`config.mk`:
```
export PLATFORM = sky130hd
export DESIGN_NAME = led_ctrl
export DESIGN_NICKNAME = d
export VERILOG_FILES = /design/src/rtl/led_ctrl.sv
export SDC_FILE = /design/constraint.sdc
export NUM_CORES = 1
export LEC_CHECK = 0
export ABC_AREA = 0
export CAP_MARGIN = 25
export CORE_UTILIZATION = 40
export DETAILED_ROUTE_END_ITERATION = 6
export PLACE_DENSITY_LB_ADDON = 0.1
export SLEW_MARGIN = 20
export SYNTH_ARGS = -nofsm -noshare
export SYNTH_HDL_FRONTEND = slang
export SYNTH_SLANG_ARGS = --single-unit
```
`constraint.sdc`:
```
create_clock -name sys_clk -period 7.5 [get_ports sys_clk]
set_clock_uncertainty 0.15 [all_clocks]
set_input_delay 1.5 -clock sys_clk [delete_from_list [all_inputs] [get_ports sys_clk]]
set_output_delay 1.5 -clock sys_clk [all_outputs]
set_load 0.03 [all_outputs]
```
`src/rtl/led_ctrl.sv`:
```
`default_nettype none
// +---------------------------------------------------------------------------+
// | Module   : led_ctrl                                                       |
// | Purpose  : Multi-channel debug LED controller. Four display modes picked   |
// |            by mode_i: off, cascaded blink, PWM dimming, rotating chaser.  |
// |            The PWM duty is stepped up/down by two debounced push-buttons. |
// | Ports    : sys_clk  - system clock                                        |
// |            sys_rst  - asynchronous active-high reset                      |
// |            key_n    - raw active-low buttons, [0]=duty up, [1]=duty down  |
// |            mode_i   - raw mode select (0 off,1 blink,2 pwm,3 chaser)      |
// |            led_o    - registered LED drive, NB_CH channels                |
// |            duty_o   - current duty register (debug)                       |
// | Config   : LED_CTRL_FAST_SIM_EN - when defined, SIM_TAP and SIM_DEB_W     |
// |            replace TAP and DEB_W so blink/debounce times are short.       |
// | Revision : 1.0 - initial release                                          |
// +---------------------------------------------------------------------------+
module led_ctrl #(
   parameter int NB_CH     = 8,
   parameter int CNT_W     = 27,
   parameter int TAP       = 26,
   parameter int PWM_W     = 8,
   parameter int DUTY_STEP = 32,
   parameter int DEB_W     = 20,
   parameter int SIM_TAP   = 10,
   parameter int SIM_DEB_W = 4
) (
   input  logic             sys_clk,
   input  logic             sys_rst,
   input  logic [1:0]       key_n,
   input  logic [1:0]       mode_i,
   output logic [NB_CH-1:0] led_o,
   output logic [PWM_W-1:0] duty_o
);

`ifdef LED_CTRL_FAST_SIM_EN
   localparam int c_TAP   = SIM_TAP;
   localparam int c_DEB_W = SIM_DEB_W;
`else
   localparam int c_TAP   = TAP;
   localparam int c_DEB_W = DEB_W;
`endif

   localparam logic [PWM_W:0] c_STEP = (PWM_W+1)'(DUTY_STEP);
   localparam logic [PWM_W:0] c_MAX  = {1'b0, {PWM_W{1'b1}}};

   logic [CNT_W-1:0] cnt_q, cnt_d;
   logic [1:0]       mode_s1_q, mode_s2_q;
   logic [1:0]       key_s1_q, key_s2_q;
   logic [PWM_W-1:0] duty_q, duty_d;
   logic [NB_CH-1:0] ch_q, ch_d;
   logic [NB_CH-1:0] led_q, led_d;

   logic [1:0]       w_press;
   logic [NB_CH-1:0] w_rot;
   logic [NB_CH-1:0] w_blink;
   logic             w_tick;
   logic             w_pwm_on;
   logic [PWM_W:0]   w_up;
   logic [PWM_W:0]   w_dn;
   logic             w_unused;

   // Counter bits above the blink tap are only there to keep the counter
   // width as configured; fold them so they are visibly consumed.
   assign w_unused = ^cnt_q;

   // -------------------------------------------------------------------------
   // Per-key debounce: the stable level only follows the synced input after
   // it has disagreed for a full 2^DEB_W cycles. A press is the registered
   // 1->0 transition of the stable level, so it lasts exactly one cycle.
   // -------------------------------------------------------------------------
   for (genvar k = 0; k < 2; k++) begin : g_deb
      logic               st_q, st_d, st_prev_q;
      logic [c_DEB_W-1:0] dc_q, dc_d;

      always_comb begin
         st_d = st_q;
         dc_d = '0;
         if (key_s2_q[k] != st_q) begin
            if (&dc_q) begin
               st_d = key_s2_q[k];
            end else begin
               dc_d = dc_q + 1'b1;
            end
         end
      end

      always_ff @(posedge sys_clk or posedge sys_rst) begin
         if (sys_rst) begin
            st_q      <= 1'b1;
            st_prev_q <= 1'b1;
            dc_q      <= '0;
         end else begin
            st_q      <= st_d;
            st_prev_q <= st_q;
            dc_q      <= dc_d;
         end
      end

      assign w_press[k] = st_prev_q & ~st_q;
   end

   // Chaser rotation; a single channel simply holds its bit.
   if (NB_CH == 1) begin : g_rot_single
      assign w_rot = ch_q;
   end else begin : g_rot_multi
      assign w_rot = {ch_q[NB_CH-2:0], ch_q[NB_CH-1]};
   end

   // Channel i taps one counter bit lower than channel i-1, doubling its rate.
   for (genvar i = 0; i < NB_CH; i++) begin : g_blink
      assign w_blink[i] = cnt_q[c_TAP-i];
   end

   assign w_tick   = &cnt_q[c_TAP-1:0];
   assign w_pwm_on = (cnt_q[PWM_W-1:0] < duty_q);

   // One extra bit so overflow/borrow is visible before saturating.
   assign w_up = {1'b0, duty_q} + c_STEP;
   assign w_dn = {1'b0, duty_q} - c_STEP;

   always_comb begin
      cnt_d  = cnt_q + 1'b1;
      duty_d = duty_q;
      ch_d   = ch_q;
      led_d  = '0;

      // Simultaneous up and down events cancel out.
      case (w_press)
         2'b01:   duty_d = (w_up > c_MAX) ? {PWM_W{1'b1}} : w_up[PWM_W-1:0];
         2'b10:   duty_d = w_dn[PWM_W] ? '0 : w_dn[PWM_W-1:0];
         default: duty_d = duty_q;
      endcase

      // Rotation runs regardless of mode so the position tracks time.
      if (w_tick) begin
         ch_d = w_rot;
      end

      case (mode_s2_q)
         2'd1:    led_d = w_blink;
         2'd2:    led_d = {NB_CH{w_pwm_on}};
         2'd3:    led_d = ch_q;
         default: led_d = '0;
      endcase
   end

   always_ff @(posedge sys_clk or posedge sys_rst) begin
      if (sys_rst) begin
         cnt_q     <= '0;
         mode_s1_q <= 2'd0;
         mode_s2_q <= 2'd0;
         key_s1_q  <= 2'b11;
         key_s2_q  <= 2'b11;
         duty_q    <= '0;
         ch_q      <= NB_CH'(1);
         led_q     <= '0;
      end else begin
         cnt_q     <= cnt_d;
         mode_s1_q <= mode_i;
         mode_s2_q <= mode_s1_q;
         key_s1_q  <= key_n;
         key_s2_q  <= key_s1_q;
         duty_q    <= duty_d;
         ch_q      <= ch_d;
         led_q     <= led_d;
      end
   end

   assign led_o  = led_q;
   assign duty_o = duty_q;

endmodule
`default_nettype wire

```
=== After elaboration in Yosys (flattened, before gate mapping) ===
Index checks and enable logic that the tools add are counted.

* $add $sub $neg: 5
* Bitwise operators: 4
* Multiplexer cells: 8
* Equality and inequality tests: 7
* Reduce and logical (&&, ||, !) cells: 6
* Order comparisons: 2

{| class="wikitable"
|+ Operators with widths
! kind !! number
|-
| $mux 20 || 4
|-
| $reduce_and 21->1 || 2
|-
| $add 20x1->20 const B || 2
|-
| $reduce_and 20->1 || 2
|-
| $add 27x1->27 const B || 1
|-
| $reduce_and 26->1 || 1
|-
| $pmux 8 s3 || 1
|-
| $mux 8 || 2
|-
| $pmux 8 s2 || 1
|-
| $add 8x6->9 const B || 1
|-
| $gt 9x8->1 const B || 1
|-
| $sub 8x6->9 const B || 1
|-
| $lt 8x8->1 || 1
|-
| $eq 2x2->1 const B || 3
|-
| $eq 2x1->1 const B || 2
|-
| $and 1x1->1 || 2
|-
| $ne 1x1->1 || 2
|-
| $not 1->1 || 2
|-
| $reduce_bool 2->1 || 1
|}

* Register bits: 103
* Output and inout bits: 16
* Bits of input ports: 6
* Logic and storage cells: 46

=== Logic depth before layout (Yosys ltp) ===
* Word-level depth: 4
* Gate-level depth with buffers: 7
* Depth with buffers taken out: 6

=== Worst setup path before layout ===
OpenSTA, ideal clock, no wires.

* Path kind: register to register
* From: reg duty_q[7] (netlist: duty_o[7])
* To: reg led_q[0] (netlist: led_o[0])
* Clock period less this slack: 2.505 ns
* Path slack: 4.995 ns
* Buffers on the path: 1
* Stages on the path, launching flop included: 8
* Data arrival time: 2.275 ns
* Required time: 7.270 ns
* Cells stage by stage: dfrtp_1 > clkbuf_1 > inv_1 > ha_1 > nand2_1 > o21ai_0 > nor4b_1 > a2bb2oi_1

* Cells in the longest elaborated chain, start to end: 2

{| class="wikitable"
|+ Ends and longest elaborated chain
! what !! RTL line !! RTL
|-
| from (decl) || 49 || <nowiki>logic [PWM_W-1:0] duty_q, duty_d;</nowiki>
|-
| from (signal assigned) || 163 || <nowiki>duty_q <= duty_d;</nowiki>
|-
| $lt 8x8->1 || 115 || <nowiki>assign w_pwm_on = (cnt_q[PWM_W-1:0] < duty_q);</nowiki>
|-
| $pmux 8 s3 || 139 || <nowiki>case (mode_s2_q)</nowiki>
|-
| named net led_d[0] || 51 || <nowiki>logic [NB_CH-1:0] led_q, led_d;</nowiki>
|-
| to (signal assigned) || 165 || <nowiki>led_q <= led_d;</nowiki>
|-
| to (decl) || 51 ||
|}

The timed path passes the listed nets, and every way through them passes these cells.
A chain may end at the register's enable or synchronous reset.

=== Final worst setup path ===
* From: reg duty_q[7] (netlist: duty_o[7])
* To: out duty_o[7]

{| class="wikitable"
|+ RTL lines
! what !! RTL line !! RTL
|-
| to (decl) || 32 || <nowiki>output logic [PWM_W-1:0] duty_o</nowiki>
|}

No word-level cell between the ends.

==> results.json <==
{
  "synth_area_leaders": "dfrtp_1 (46%), xnor2_1 (6.0%), dfstp_2 (4.9%)",
  "drt_wl_total_um": 8906,
  "cts-buffers-inserted": 9,
  "synth_top_area_cell": "dfrtp_1",
  "clkTransAtPathRegs_ns": 0.07,
  "cts_root_buf": "clkbuf_16",
  "tightest_slew_ns": 0.7992,
  "cp_cell_sequence": "clkdlybuf4s50_1",
  "final_antenna_net_count": 0,
  "final_area_um2": 5460,
  "violations": "design-rule violations",
  "fp.dieH_um": 112.0,
  "mostFrequentLayoutCell": "dfrtp_1",
  "cts_resized": 0,
  "viasPerCell": 5.254,
  "endpoint_kind": "output port",
  "status": "finished with violations",
  "static-leakage-power_nw": 2.378,
  "drc_errors": 2,
  "cpLargestDelayFamily": "buffers and inverters",
  "synthDistinctLibCells": 48,
  "grt_usage_pct": 15.66,
  "fin_setup_tns_ns": 0,
  "clockBufferDepth": 2,
  "dp_hpwl_um": 6013,
  "crit_start": "duty_o[7]",
  "hold_violations": 0,
  "path_buf_inv": 1,
  "crit_type": "flop to output port",
  "fin_util_pct": 47.02,
  "drtIter0Drc": 129,
  "powerDensity_nw_per_um2": 190.2,
  "clock.fmax_mhz": 306.9,
  "slowest_delay_ns": 0.74,
  "layout_common_cells": "dfrtp_1 (90), nor2_1 (53), xnor2_1 (33), nand2_1 (30), nand3_1 (29)",
  "worstReg2RegStart": "g_deb[0].dc_q[0]",
  "synth_edf_count": 0,
  "grt_start_max_net_pins": 63,
  "clk_latency_ns": 0.35,
  "crit_path_end": "duty_o[7]",
  "r2r_slack_ns": 4.93,
  "antenna_found_initial": 0,
  "drive_above_1_share_pct": 9.395,
  "clock-sinks": 99,
  "first_pass_iters": 7,
  "fillers": 1098,
  "hold_class": "flop to flop",
  "layout.cells.non_filler": 622,
  "antenna_cells": 0,
  "die_area_um2": 12550,
  "cp.arrival_ns": 1.61,
  "ys_seq_area_share_pct": 51.38,
  "pin_count": 22,
  "grt-ovfl-total": 0,
  "core_area_um2": 11610,
  "maxCapViolCount": 0,
  "ys_async_sr_fraction_pct": 100.0,
  "start_kind": "flop",
  "setup_violations": 0,
  "cts_setup_buffers": 0,
  "initial_utilization_pct": 41.70,
  "place_area_um2": 5157,
  "synthesis.nets": 474,
  "wl_per_cell_um": 14.32,
  "rows": 39,
  "rsz0062_at_grt": "false",
  "period_share_pct": 43.44,
  "area_delta_synth_final_pct": 12.74,
  "num-nets-final": 494,
  "worst-path-stages": 1,
  "ir_drop_mv": 0.1090,
  "io_buffers": 21,
  "grt_pass1_vias": 3235,
  "yosys.area.top_type_share_pct": 46.50,
  "postCtsHoldBufs": 0,
  "placed_cells": 606,
  "grt_first_pass_wirelength_um": 15570,
  "ctsHtreeMaxLevel": 3,
  "fin_crit_ns": 3.258,
  "slowest_stage": "clkdlybuf4s50_1",
  "gp_congestion": 0.8091,
  "cp_data_required_time_ns": 5.85,
  "synth-main-ff-cell": "dfrtp_1",
  "ys_warn_count": 0,
  "maxSlewViolCount": 0,
  "crit_fanout": 9,
  "vias": 3268,
  "relSlewSlack_pct": 46.23,
  "synth_seq_cells": 99,
  "cts_tree": "done",
  "netlist_area_um2": 4843,
  "syn_inst": 454,
  "r2r_cells": 5,
  "reg2reg_to": "g_deb[0].dc_q[3]",
  "avgSynthCellArea_um2": 10.67,
  "die_w_um": 112.0
}
-- power breakdown --
part | switching [mW] | internal, mW | leakage, nW
clock | 0.201 | 0.268 | 0.145
combinational | 0.0167 | 0.00788 | 0.910
sequential | 0.00595 | 0.540 | 1.32
total | 0.223 | 0.815 | 2.38
-- cells in the mapped netlist (2+ instances only) --
cell type	number
nand3_1	29
o31ai_1	2
a21oi_1	14
nand4_2	2
a31oi_1	2
nand4_1	11
nand2_1	30
nor4b_1	2
xor2_1	23
a2bb2oi_1	8
o22ai_1	2
or4_1	4
inv_1	13
dfrtp_1	90
ha_1	14
buf_6	3
mux2i_1	9
dfstp_2	9
clkbuf_1	5
and4_1	6
xnor2_1	33
mux2_2	2
nor2b_1	9
buf_2	2
nor2_1	53
a31o_2	2
buf_4	4
o21ai_0	9
or3_1	7
nand2b_1	2
nor4_1	15
nor3_1	11
and3_1	5
mux2_4	8
-- sequential cells by signal, indices dropped and copies added, names as in the netlist --
register         count
key_s1_q             2
cnt_q               27
g_deb.dc_q          40
key_s2_q             2
mode_s2_q            2
g_deb.st_prev_q      2
g_deb.st_q           2
led_o                8
ch_q                 8
duty_o               4
mode_s1_q            2
-- routing by layer --
layer  up-vias  routed length, um  global-route usage [%]
met5         -                  0                       0
met4         0                165                   6.400
met3        12                227                   3.780
met2        29               3975                   23.98
met1      1577               4537                   21.40
li1       1650                  -                       -
-- metrics by stage --
step	power [mW]	hold slack (ns)	setup WS (ns)
finish	1.038	0.2006	4.242
global placement	0.5810	0.1868	4.217
detailed placement	0.5812	0.1847	4.207
global route	1.081	0.2103	4.175
floorplan	0.5715	0.1812	3.274
CTS	1.062	0.1982	4.228
-- cells by family (layout without fill, tap and decap cells) --
group,after synthesis,after routing,synth area share (%)
simple gates,190,190,20.41
flops,99,99,51.38
xor+xnor,56,56,10.13
buf+inv,27,52,2.919
mux,19,19,4.805
compound gates,49,49,6.743
fa+ha+maj,14,14,3.617
-- how the worst min path moves through the flow --
stage                       from            to  cells past startpoint
global route        mode_s1_q[0]  mode_s2_q[0]                      0
finish              mode_s1_q[1]  mode_s2_q[1]                      0
global placement    mode_s1_q[1]  mode_s2_q[1]                      0
floorplan           mode_s1_q[0]  mode_s2_q[0]                      0
detailed placement  mode_s1_q[1]  mode_s2_q[1]                      0
CTS                 mode_s1_q[1]  mode_s2_q[1]                      0
-- cell type report --
class | count | area (um2) | share of cell area, %
sequential | 99 | 2489 | 45.58
inverter | 13 | 51.30 | 0.9395
tap | 143 | 178.9 | 3.277
clock inverter | 6 | 63.81 | 1.169
multi-input combinational | 328 | 2213 | 40.54
clock buffer | 10 | 239.0 | 4.377
timing repair buffer | 23 | 225.2 | 4.125
(Power assumes the default switching activity.)
